$ cat src/rtl/pc_fetch_unit_pkg.sv
// ISA-level constants shared by the PIC16F fetch stage and its return stack.
package pc_fetch_unit_pkg;
    localparam int          ISA_PC_W        = 13;
    localparam int          ISA_STACK_DEPTH = 8;
    localparam logic [13:0] ISA_NOP_WORD    = 14'h0000;
    localparam logic [6:0]  ISA_PCL_ADDR    = 7'h02;
endpackage

$ cat src/rtl/pc_fetch_unit_return_stack.sv
// Circular hardware return stack: pointer wraps on both overflow and underflow,
// with a saturating depth counter that only drives the error pulses.
module pc_fetch_unit_return_stack
    import pc_fetch_unit_pkg::*;
#(
    parameter int W     = ISA_PC_W,
    parameter int DEPTH = ISA_STACK_DEPTH
) (
    input  logic         clk,
    input  logic         rst,
    input  logic         push,
    input  logic         pop,
    input  logic [W-1:0] push_data,
    output logic [W-1:0] pop_data,
    output logic         overflow,
    output logic         underflow
);
    localparam int SP_W = $clog2(DEPTH);
    localparam logic [SP_W-1:0] SP_ONE    = SP_W'(1);
    localparam logic [SP_W:0]   DEPTH_ONE = (SP_W + 1)'(1);
    localparam logic [SP_W:0]   FULL      = (SP_W + 1)'(DEPTH);

    logic [W-1:0]    mem [DEPTH];
    logic [SP_W-1:0] sp_reg;
    logic [SP_W:0]   depth_reg;
    logic [SP_W-1:0] sp_dec;
    logic            do_push;

    // A simultaneous push and pop is treated as a pure pop.
    assign do_push  = push & ~pop;
    assign sp_dec   = sp_reg - SP_ONE;
    assign pop_data = mem[sp_dec];

    // Storage is deliberately left out of reset.
    always_ff @(posedge clk) begin
        if (do_push)
            mem[sp_reg] <= push_data;
    end

    always_ff @(posedge clk or posedge rst) begin
        if (rst) begin
            sp_reg    <= '0;
            depth_reg <= '0;
            overflow  <= 1'b0;
            underflow <= 1'b0;
        end else begin
            overflow  <= 1'b0;
            underflow <= 1'b0;
            if (pop) begin
                sp_reg <= sp_dec;
                if (depth_reg == '0)
                    underflow <= 1'b1;
                else
                    depth_reg <= depth_reg - DEPTH_ONE;
            end else if (do_push) begin
                sp_reg <= sp_reg + SP_ONE;
                if (depth_reg == FULL)
                    overflow <= 1'b1;
                else
                    depth_reg <= depth_reg + DEPTH_ONE;
            end
        end
    end
endmodule

$ cat src/rtl/pc_fetch_unit.sv
// PIC16F program counter, return stack and instruction register, including the
// computed-goto flush that follows a register-file write to PCL.
module pc_fetch_unit
    import pc_fetch_unit_pkg::*;
#(
    parameter int          PC_W        = ISA_PC_W,
    parameter int          STACK_DEPTH = ISA_STACK_DEPTH,
    parameter logic [13:0] NOP_WORD    = ISA_NOP_WORD
) (
    input  logic            clk,
    input  logic            rst,
    input  logic            pc_incr_en,
    input  logic            pc_j_en,
    input  logic            pc_j_and_push_en,
    input  logic            pc_j_by_pop_en,
    input  logic            instr_rd_en,
    input  logic            instr_flush,
    input  logic [4:0]      pclath,
    input  logic            pcl_wr_en,
    input  logic [7:0]      pcl_wr_data,
    output logic [PC_W-1:0] prog_addr,
    input  logic [13:0]     prog_data,
    output logic [13:0]     instr_current,
    output logic [7:0]      pcl,
    output logic            stack_overflow,
    output logic            stack_underflow
);
    localparam logic [PC_W-1:0] PC_ONE = PC_W'(1);

    logic [PC_W-1:0] pc_reg;
    logic [PC_W-1:0] pc_next;
    logic [13:0]     ir_reg;
    logic            flush_pending_reg;
    logic [PC_W-1:0] jump_target;
    logic [PC_W-1:0] pop_data;
    logic            pending_hit;
    logic            eff_flush;
    logic            push;

    assign jump_target = {pclath[4:3], instr_current[10:0]};
    // The first fetch after a PCL write is stale, so it becomes a NOP and the PC holds.
    assign pending_hit = instr_rd_en & flush_pending_reg;
    assign eff_flush   = instr_flush | pending_hit;
    assign push        = pc_j_and_push_en & ~pc_j_by_pop_en;

    pc_fetch_unit_return_stack #(
        .W     (PC_W),
        .DEPTH (STACK_DEPTH)
    ) u_stack (
        .clk       (clk),
        .rst       (rst),
        .push      (push),
        .pop       (pc_j_by_pop_en),
        .push_data (pc_reg),
        .pop_data  (pop_data),
        .overflow  (stack_overflow),
        .underflow (stack_underflow)
    );

    always_comb begin
        pc_next = pc_reg;
        if (pc_j_by_pop_en)
            pc_next = pop_data;
        else if (pc_j_and_push_en || pc_j_en)
            pc_next = jump_target;
        else if (pcl_wr_en)
            pc_next = {pclath, pcl_wr_data};
        else if (pc_incr_en && !pending_hit)
            pc_next = pc_reg + PC_ONE;
    end

    always_ff @(posedge clk or posedge rst) begin
        if (rst) begin
            pc_reg            <= '0;
            ir_reg            <= NOP_WORD;
            flush_pending_reg <= 1'b0;
        end else begin
            pc_reg <= pc_next;
            if (eff_flush)
                ir_reg <= NOP_WORD;
            else if (instr_rd_en)
                ir_reg <= prog_data;
            if (pcl_wr_en)
                flush_pending_reg <= 1'b1;
            else if (instr_rd_en)
                flush_pending_reg <= 1'b0;
        end
    end

    assign prog_addr     = pc_reg;
    assign pcl           = pc_reg[7:0];
    assign instr_current = ir_reg;
endmodule

$ cat config.mk
export PLATFORM = sky130hd
export DESIGN_NAME = pc_fetch_unit
export DESIGN_NICKNAME = d
export VERILOG_FILES = /design/src/rtl/pc_fetch_unit_pkg.sv /design/src/rtl/pc_fetch_unit_return_stack.sv /design/src/rtl/pc_fetch_unit.sv
export SDC_FILE = /design/constraint.sdc
export NUM_CORES = 1
export LEC_CHECK = 0
export CAP_MARGIN = 20
export CORE_UTILIZATION = 50
export DETAILED_ROUTE_END_ITERATION = 6
export GPL_ROUTABILITY_DRIVEN = 0
export GPL_TIMING_DRIVEN = 0
export HOLD_SLACK_MARGIN = 0.12
export MAX_ROUTING_LAYER = met4
export PLACE_DENSITY = 0.76
export REMOVE_ABC_BUFFERS = 1
export SYNTH_ARGS = -nofsm -noshare
export SYNTH_HDL_FRONTEND = slang
export SYNTH_SLANG_ARGS = --single-unit
$ cat constraint.sdc
create_clock -name clk -period 2.5 [get_ports clk]
set_input_delay 0.5 -clock clk [delete_from_list [all_inputs] [get_ports clk]]
set_output_delay 0.5 -clock clk [all_outputs]
set_load 0.005 [all_outputs]
* Yosys cells after proc, flatten, opt, wreduce, memory -nomap -nowiden
Memories as Yosys holds them, arrays and structs flattened. Index checks and enable logic that the tools add are counted.
Operators by class: add/sub/neg operators 5, equality and inequality tests 3, multiplexer cells 21, bitwise gates (word level) 5, reduce and logical (&&, ||, !) cells 9
Operators with widths (count):
- 2-to-1 mux 13 bit | 4
- 2-to-1 mux 14 bit | 2
- 2-to-1 mux 4 bit | 4
- adder 13 x 1 -> 13 bit, second input constant | 1
- 2-to-1 mux 1 bit | 9
- 2-to-1 mux 3 bit | 2
- nonzero test 2 bit | 3
- adder 4 x 1 -> 4 bit, second input constant | 1
- equality test 4 bit, second input constant | 1
- logical NOT 4 bit | 1
- != test 2 bit, second input constant | 2
- nonzero test 4 bit | 1
- subtractor 4 x 1 -> 4 bit, second input constant | 1
- adder 3 x 1 -> 3 bit, second input constant | 1
- bitwise AND 1 bit | 3
- AND reduction 3 bit | 1
- subtractor 3 x 1 -> 3 bit, second input constant | 1
- logical AND 1 bit | 1
- logical NOT 1 bit | 1
- logical OR 1 bit | 1
- NOT 1 bit | 1
- OR 1 bit | 1
Storage, ports and cells: flip-flop bits (word level) 37, memory bits (writable) 104, bits of input ports 36, memories kept 1
Memories:
- u_stack.mem | words 8, bits a word 13, rd ports 1, clocked after memory_dff 0, write ports 1, RTL line pc_fetch_unit_return_stack.sv:23 | logic [W-1:0] mem [DEPTH];

* Longest topological paths before layout
depth in word-level cells 7, gate-level depth with buffers 10, mapped depth without buffers 7

* By module
From an unflattened synthesis, not the netlist that was laid out.
Second synthesis, totals: cell total of the unflattened synthesis 413, area total of the unflattened synthesis 6254.7 sq um
Modules (own cells, without submodules):
- pc_fetch_unit_return_stack | times used 1, cells an instance 210, area each 4475.5 sq um, sequential area each 3348.2 sq um
- pc_fetch_unit | times used 1, cells an instance 203, area each 1779.2 sq um, sequential area each 700.7 sq um

* Worst setup path before layout
No wires, ideal clock.
kind flip-flop to flip-flop, from register u_stack.sp_reg[0], to register pc_reg[11] (netlist: prog_addr[11]), arrival time 2.513 ns, setup slack -0.134 ns, stages on the path, launching flop included 10, cell sequence dfrtp_1 buf_2 buf_2 inv_1 ha_1 xor2_4 mux4_1 mux2_2 nand2_1 nand2_1
Between the ends: longest elaborated chain between the ends 3
RTL lines:
- from (decl) | RTL line pc_fetch_unit_return_stack.sv:24 | logic [SP_W-1:0] sp_reg;
- from (signal assigned) | RTL line pc_fetch_unit_return_stack.sv:50 | sp_reg <= sp_dec;
- from (signal assigned) | RTL line pc_fetch_unit_return_stack.sv:56 | sp_reg <= sp_reg + SP_ONE;
- subtractor 3 x 1 -> 3 bit | RTL line pc_fetch_unit_return_stack.sv:31 | assign sp_dec = sp_reg - SP_ONE;
- memory read (8 x 13 bit)
- 2-to-1 mux 13 bit | RTL line pc_fetch_unit.sv:62 | if (pc_j_by_pop_en)
- to (signal assigned) | RTL line pc_fetch_unit.sv:78 | pc_reg <= pc_next;
- to (decl) | RTL line pc_fetch_unit.sv:30 | logic [PC_W-1:0] pc_reg;
No other way between the ends. A chain may end at the register's enable or synchronous reset.

* Worst setup path after layout
from input port pc_j_by_pop_en, to memory u_stack.mem[2][3] in the netlist's numbering (enable)
Between the ends: longest elaborated chain between the ends 5
RTL lines:
- from (decl) | RTL line pc_fetch_unit.sv:15 | input logic pc_j_by_pop_en,
- NOT 1 bit (*) | RTL line pc_fetch_unit_return_stack.sv:30, pc_fetch_unit.sv:44
- bitwise AND 1 bit | RTL line pc_fetch_unit.sv:44 | assign push = pc_j_and_push_en & ~pc_j_by_pop_en;
- bitwise AND 1 bit (*) | RTL line pc_fetch_unit_return_stack.sv:30 | assign do_push = push & ~pop;
- 2-to-1 mux 1 bit (*) | RTL line pc_fetch_unit_return_stack.sv:36 | if (do_push)
- 2-to-1 mux 1 bit (not written as such) (*) | RTL line pc_fetch_unit_return_stack.sv:37 | mem[sp_reg] <= push_data;
- to (decl) | RTL line pc_fetch_unit_return_stack.sv:23
Mark *: on every way between the ends. The rest lies on a longest branch, timed or not.

==> run_results.csv <==
group,metric,value,unit
outcome,status,"completed",
placement,place_hpwl,8.87,mm
clock_tree,clkLatencyLatePin,0.42,ns
power_and_ir_drop,ir_drop,0.000500,V
critical_path,reg2reg_setup_slack,0.21,ns
critical_path,path_cells,"clkdlybuf4s50_1 -> nor2b_2 -> nand2b_1 -> nor2_2",
sta,slew_violations,0,
global_route,use_met2,0.395,
die,rows,39,
min_path,holdCritPathClass,"register to register",
route,drc,0,
route,vias_per_cell,6.24,
power_and_ir_drop,total_power,0.00890,W
route,vias,3933,
sta,worstMarginPinSlew,1.09,ns
logic_synthesis,synth_edf_count,104,
die,initial_core_util,0.523,
global_route,grt_antenna_before_repair,0,
clock_tree,clockRootBuffer,"clkbuf_16",
die,pin_count,73,
global_route,grt_max_degree,38,
global_route,globalRouteMet3Util,0.0567,
clock_tree,cts_inserted_buffers,17,
die,die_h,112,µm
logic_synthesis,synth-seq-cells,141,
route,wire_per_inst,22.8,µm
route,antenna_left,0,
clock_tree,holdBufCountCts,0,
layout,final_util,0.650,
sta,relSlewSlack,0.272,
global_route,grt_pass1_wl,22.4,mm
logic_synthesis,synth.cell_area,6090,µm²
layout,nFillCells,803,
sta,rsz0062_at_grt,"yes",
global_route,use_met1,0.319,
logic_synthesis,post_synth.cell_area_avg,15.3,µm²
critical_path,end_kind,"register",
layout,drive_gt1_frac,0.168,
logic_synthesis,yosys.area.top_type,"edfxtp_1",
sta,fin_worst_skew,0.00966,ns
critical_path,criticalPathCategory,"input pin to register",
clock_tree,cts_tree,"yes",
layout,syn_to_final_growth,24.3,%
sta,finalCriticalPeriod,2.44,ns
logic_synthesis,async_flop_share,0.262,
run,drv_cap,0,
logic_synthesis,yosysSeqAreaShare,0.664,
layout,layout_common_cells,"104 x edfxtp_1, 72 x clkdlybuf4s50_1, 36 x dfrtp_1",
layout,largest_reg_flops,104,
die,die_w,112,µm
layout,final_common_cell,"edfxtp_1",
critical_path,required,2.54,ns
sta,hold_violations,0,
logic_synthesis,ys_warn_count,0,
power_and_ir_drop,power_density,1170,nW/µm²
global_route,grt_pass1_vias,3990,
logic_synthesis,ys_top_cells_by_area,"edfxtp_1 51%, dfrtp_1 15%, mux4_2 7.8%, a22oi_1 2.3%, nor2_1 2.1%",
layout,fin_cells,630,
critical_path,crit_arrival,2.47,ns
logic_synthesis,synth_top_area_frac,0.512,
critical_path,cp_slowest_cell,"nor2_2",
route,drtIter0Drc,408,
clock_tree,htreeDepth,4,
clock_tree,cts_max_path_buffers,2,
sta,fin_crit_sh,0.974,
die,core,11700,µm²
critical_path,critPathLaunchType,"input pin",
sta,clock.fmax,411,MHz
sta,setup_tns,0,ns
global_route,grtUsageTotal,0.256,
logic_synthesis,ys_types,51,
placement,dpl.cell_count,591,
global_route,grt_overflow,0,
critical_path,max_stage_delay,0.81,ns
route,drt_pass1_iterations,5,
layout,num-nets-final,516,
route,routed_wl,14.4,mm
clock_tree,clk_pin_slew_worst_paths,0.06,ns
logic_synthesis,synthCells,399,
die,die_area,12600,µm²
layout,largest-register,"u_stack.mem",
layout,n_antenna_cell,0,
power_and_ir_drop,p_leak,2.70,nW
placement,io_buffer_count,72,
logic_synthesis,synth_top_flop_cell,"edfxtp_1",
clock_tree,clock-sinks,141,
sta,setup_violations,0,
critical_path,path_max_fanout,13,
global_route,busiest_layer,"met2",
-- repair_timing --
item                                    4_1_cts  5_1_grt
gates resized for setup                       3        6
pin swaps                                     1        0
setup buffers                                 7        0
endpoints found under the setup margin      105      100
-- per-layer routing --
| layer | share of wire | vias up |
|---|---|---|
| met3 | 0.077 | 54 |
| li1 | - | 1696 |
| met5 | 0 | - |
| met4 | 0.039 | 0 |
| met1 | 0.39 | 1960 |
| met2 | 0.49 | 223 |
-- cell usage after synthesis (all sizes together), types with 4 or more instances --
master	number
edfxtp	104
dfrtp	37
nor2	34
mux4	25
a22oi	19
nand2	19
buf	16
nand3	13
o21ai	13
a21oi	11
clkbuf	11
inv	9
mux2i	8
xnor2	8
mux2	7
nor3	7
ha	5
nand4	5
a21o	4
and3	4
o211ai	4
-- cells by family (layout without fill, tap and decap cells) --
family	Yosys count	in the layout	synth area share
compound gates	73	73	0.0817
flops	141	141	0.664
mux	40	40	0.121
fa+ha+maj	6	6	0.0135
simple gates	92	92	0.0696
buf+inv	36	124	0.0310
xor+xnor	11	11	0.0189
-- layout make-up --
type	count	area, µm²	share of cell area
clock buffers	24	452	0.0596
repair buffers	83	871	0.115
clock inverters	8	70.1	0.00925
flip-flops and latches	141	4050	0.535
inverters	9	33.8	0.00446
multi-input cells	222	1920	0.253
well taps	143	179	0.0236
-- power by group --
| group | internal (W) | switching [W] |
|---|---|---|
| clock network | 0.00136 | 0.000924 |
| registers | 0.00309 | 0.000496 |
| logic | 0.00170 | 0.00133 |
-- worst max-delay path, delay by kind of cell --
kind                   cells  cell delay (ns)
buffers and inverters      1             0.65
AND/OR/NAND/NOR            3             1.31
-- final timing paths --
path                                      startpoint              endpoint  cells past startpoint
worst max-delay path                  pc_j_by_pop_en     u_stack.mem[2][3]                      4
worst min-delay path            u_stack.depth_reg[3]  u_stack.depth_reg[3]                      1
worst max register to register     u_stack.sp_reg[1]          prog_addr[1]                      6
worst min register to register  u_stack.depth_reg[3]  u_stack.depth_reg[3]                      1
max in group asynchronous                        rst     u_stack.sp_reg[0]                      2
min in group asynchronous                        rst      instr_current[5]                      2
-- metrics by stage --
stage	hold slack, ns	area (µm²)	worst slack (ns)
5_1_grt	0.526	7580	-0.0960
6_report	0.505	7580	0.0642
4_1_cts	0.504	7550	-0.0586
2_1_floorplan	0.466	5940	-0.789
3_3_place_gp	0.485	6840	-2.04
3_5_place_dp	0.494	6940	-1.09
No activity file was read; power rests on OpenSTA's default activity.
==> RTL change, RTL diff (config.mk and constraints unchanged) <==
`ISA_STACK_DEPTH`: 8 -> 4.
--- a/src/rtl/pc_fetch_unit_pkg.sv
+++ b/src/rtl/pc_fetch_unit_pkg.sv
@@ -2,5 +2,5 @@
 package pc_fetch_unit_pkg;
     localparam int          ISA_PC_W        = 13;
-    localparam int          ISA_STACK_DEPTH = 8;
+    localparam int          ISA_STACK_DEPTH = 4;
     localparam logic [13:0] ISA_NOP_WORD    = 14'h0000;
     localparam logic [6:0]  ISA_PCL_ADDR    = 7'h02;
Behaviour: not the same (a bounded check fails within 10 cycles, from zero or initial values and one cycle with rst high).
==> RTL change against the unedited design <==
  * Critical endpoint is now prog_addr[7]
  * Clock skew shrank 0.0044 ns
  * Worst hold slack gained 0.055 ns
  * Cell area shrank 35%
  * Sequential cell count shrank 54
  * First-iteration DRC count shrank 51%
  * Synthesized area shrank 34%
  * Count of clock-buffer cells in the layout shrank 13
  * Setup slack gained 0.074 ns
  * Sequential power shrank 36%
  * Power shrank 48%
  * Combinational power shrank 52%
  * Wire length shrank 35%
  * Largest power group unchanged
  * Register-to-register slack lost 0.07 ns
==> RTL change: results (changes against the unedited design) <==
- Top cells by count, synth: edfxtp_1 (52), dfrtp_1 (35), nor2_1 (32), a22oi_1 (14), nand2_1 (14) (was edfxtp_1 (104), dfrtp_1 (37), nor2_1 (34), mux4_2 (21))
- Post-synthesis compound-gate area fraction: 12.8% (was 8.17%)
- Cells after Synth: 310 (was 399)
- Top cells by area, synth: edfxtp_1 (39%), dfrtp_1 (22%), mux4_2 (7.3%) (was edfxtp_1 (51%), dfrtp_1 (15%), mux4_2 (7.8%))
- Clock-pin slew on the worst setup and hold paths: 0.08 ns (was 0.06 ns)
- H-Tree Depth: 3 (was 4)
- Clock latency on the worst-skew pair: 0.35 ns (was 0.42 ns)
- Logic inverters: 12 (was 9)
- Number of enable flip-flop cells after synthesis: 52 (was 104)
- Layout clock buffer count: 11 (was 24)
- Synth Flop Type: edfxtp_1 (unchanged)
- Delay-heaviest family, CP: flip-flops (was simple AND/OR/NAND/NOR gates)
- DR vias: 2,812 (was 3,933)
- Detailed Place HPWL: 6130 um (was 8870 um)
- Arr. time, crit path: 2.59 ns (was 2.47 ns)
- Worst hold path startpoint: u_stack.depth_reg[2] (was u_stack.depth_reg[3])
- Fraction of area in multi-input gates: 28.8% (was 25.3%)
- Slowest stage delay, CP: 0.65 ns (was 0.81 ns)
- Met2 track demand over resource: 37.7% (was 39.5%)
- CTS buffer count: 9 (was 17)
- Synthesized-area fraction occupied by adder cells: 2.05% (was 1.35%)
- Comb_multi_in: 187 (was 222)
- Worst r2r src: u_stack.sp_reg[0] (was u_stack.sp_reg[1])
- Fill cell count: 592 (was 803)
- Max FFs per register: 52 (was 104)
- VDD IR max: 0.000468 V (was 0.000500 V)
- Via density: 5.91 (was 6.24)
- Worst setup SP type: flip-flop (was primary input)
- 1st-pass router iterations: 4 (was 5)
- Clock network area share: 3.67% (was 6.88%)
- Mux cell area share after synthesis: 8.32% (was 12.1%)
- Post-CTS setup buffers: 0 (was 7)
- Buffer share of cell area: 14.6% (was 11.5%)
- Dpl cells: 460 (was 591)
- FFs & Latches: 87 (was 141)
- Largest net degree at the start of global routing: 36 (was 38)
- Critical path's slowest cell: dfrtp_4 (was nor2_2)
- Xor/xnor cell area share of the yosys netlist: 1.52% (was 1.89%)
- Gr usage total: 24.2% (was 25.6%)
- Root Driver: clkbuf_8 (was clkbuf_16)
- Status: finished clean (unchanged)
-- RTL change: cell types whose count changed after synthesis, sizes merged, moves of 6 or more --
cell / unedited run / this run
xnor2: 8 / 2
mux2i: 8 / 2
mux4: 25 / 13
nor4: 1 / 7
edfxtp: 104 / 52
-- RTL change: layer usage --
layer | up-vias | part of all wire [%]
met5 | - | 0
met4 | 0 | 0.97
met3 | 7 | 6.3
met2 | 98 | 50
met1 | 1422 | 43
li1 | 1285 | -
-- RTL change: report_power, final --
group	total (uW)	switching, uW	internal, uW	leakage [uW]
combinational	1460	622	839	0.000827
sequential	2290	402	1890	0.000925
clock	919	465	455	0.0000884
-- RTL change: logic make-up after synthesis --
group,after synthesis
simple gates,85
mux,17
fa+ha+maj,6
xor+xnor,7
compound gates,72
flops,87
buf+inv,36
-- RTL change: per-stage QoR --
stage | utilization (%) | total power, uW | area [um2] | TNS (ns) | setup WS, ns
floorplan | - | 3060 | 3900 | 0 | 0.102
global placement | 61.1 | 3700 | 4750 | -36.07 | -0.942
detailed placement | 61.1 | 3770 | 4750 | -41.15 | -0.952
CTS | 63.6 | 4700 | 4940 | 0 | 0.101
global route | 63.6 | 4910 | 4940 | 0 | 0.00205
finish | 63.6 | 4670 | 4940 | 0 | 0.138
-- RTL change: repair_timing --
action | in CTS | in global routing
endpoints found under the setup margin | 68 | 0
hold buffers | 0 | 0
endpoints found under the hold margin | 0 | 0
gates resized for setup | 6 | 0
-- RTL change: final timing paths --
check / endpoint / slack [ns]
max: prog_addr[7] / 0.14
min: u_stack.underflow / 0.56
max reg2reg: prog_addr[7] / 0.14
min reg2reg: u_stack.underflow / 0.56
max in group asynchronous: u_stack.sp_reg[0] / 1.33
min in group asynchronous: u_stack.depth_reg[1] / 0.61
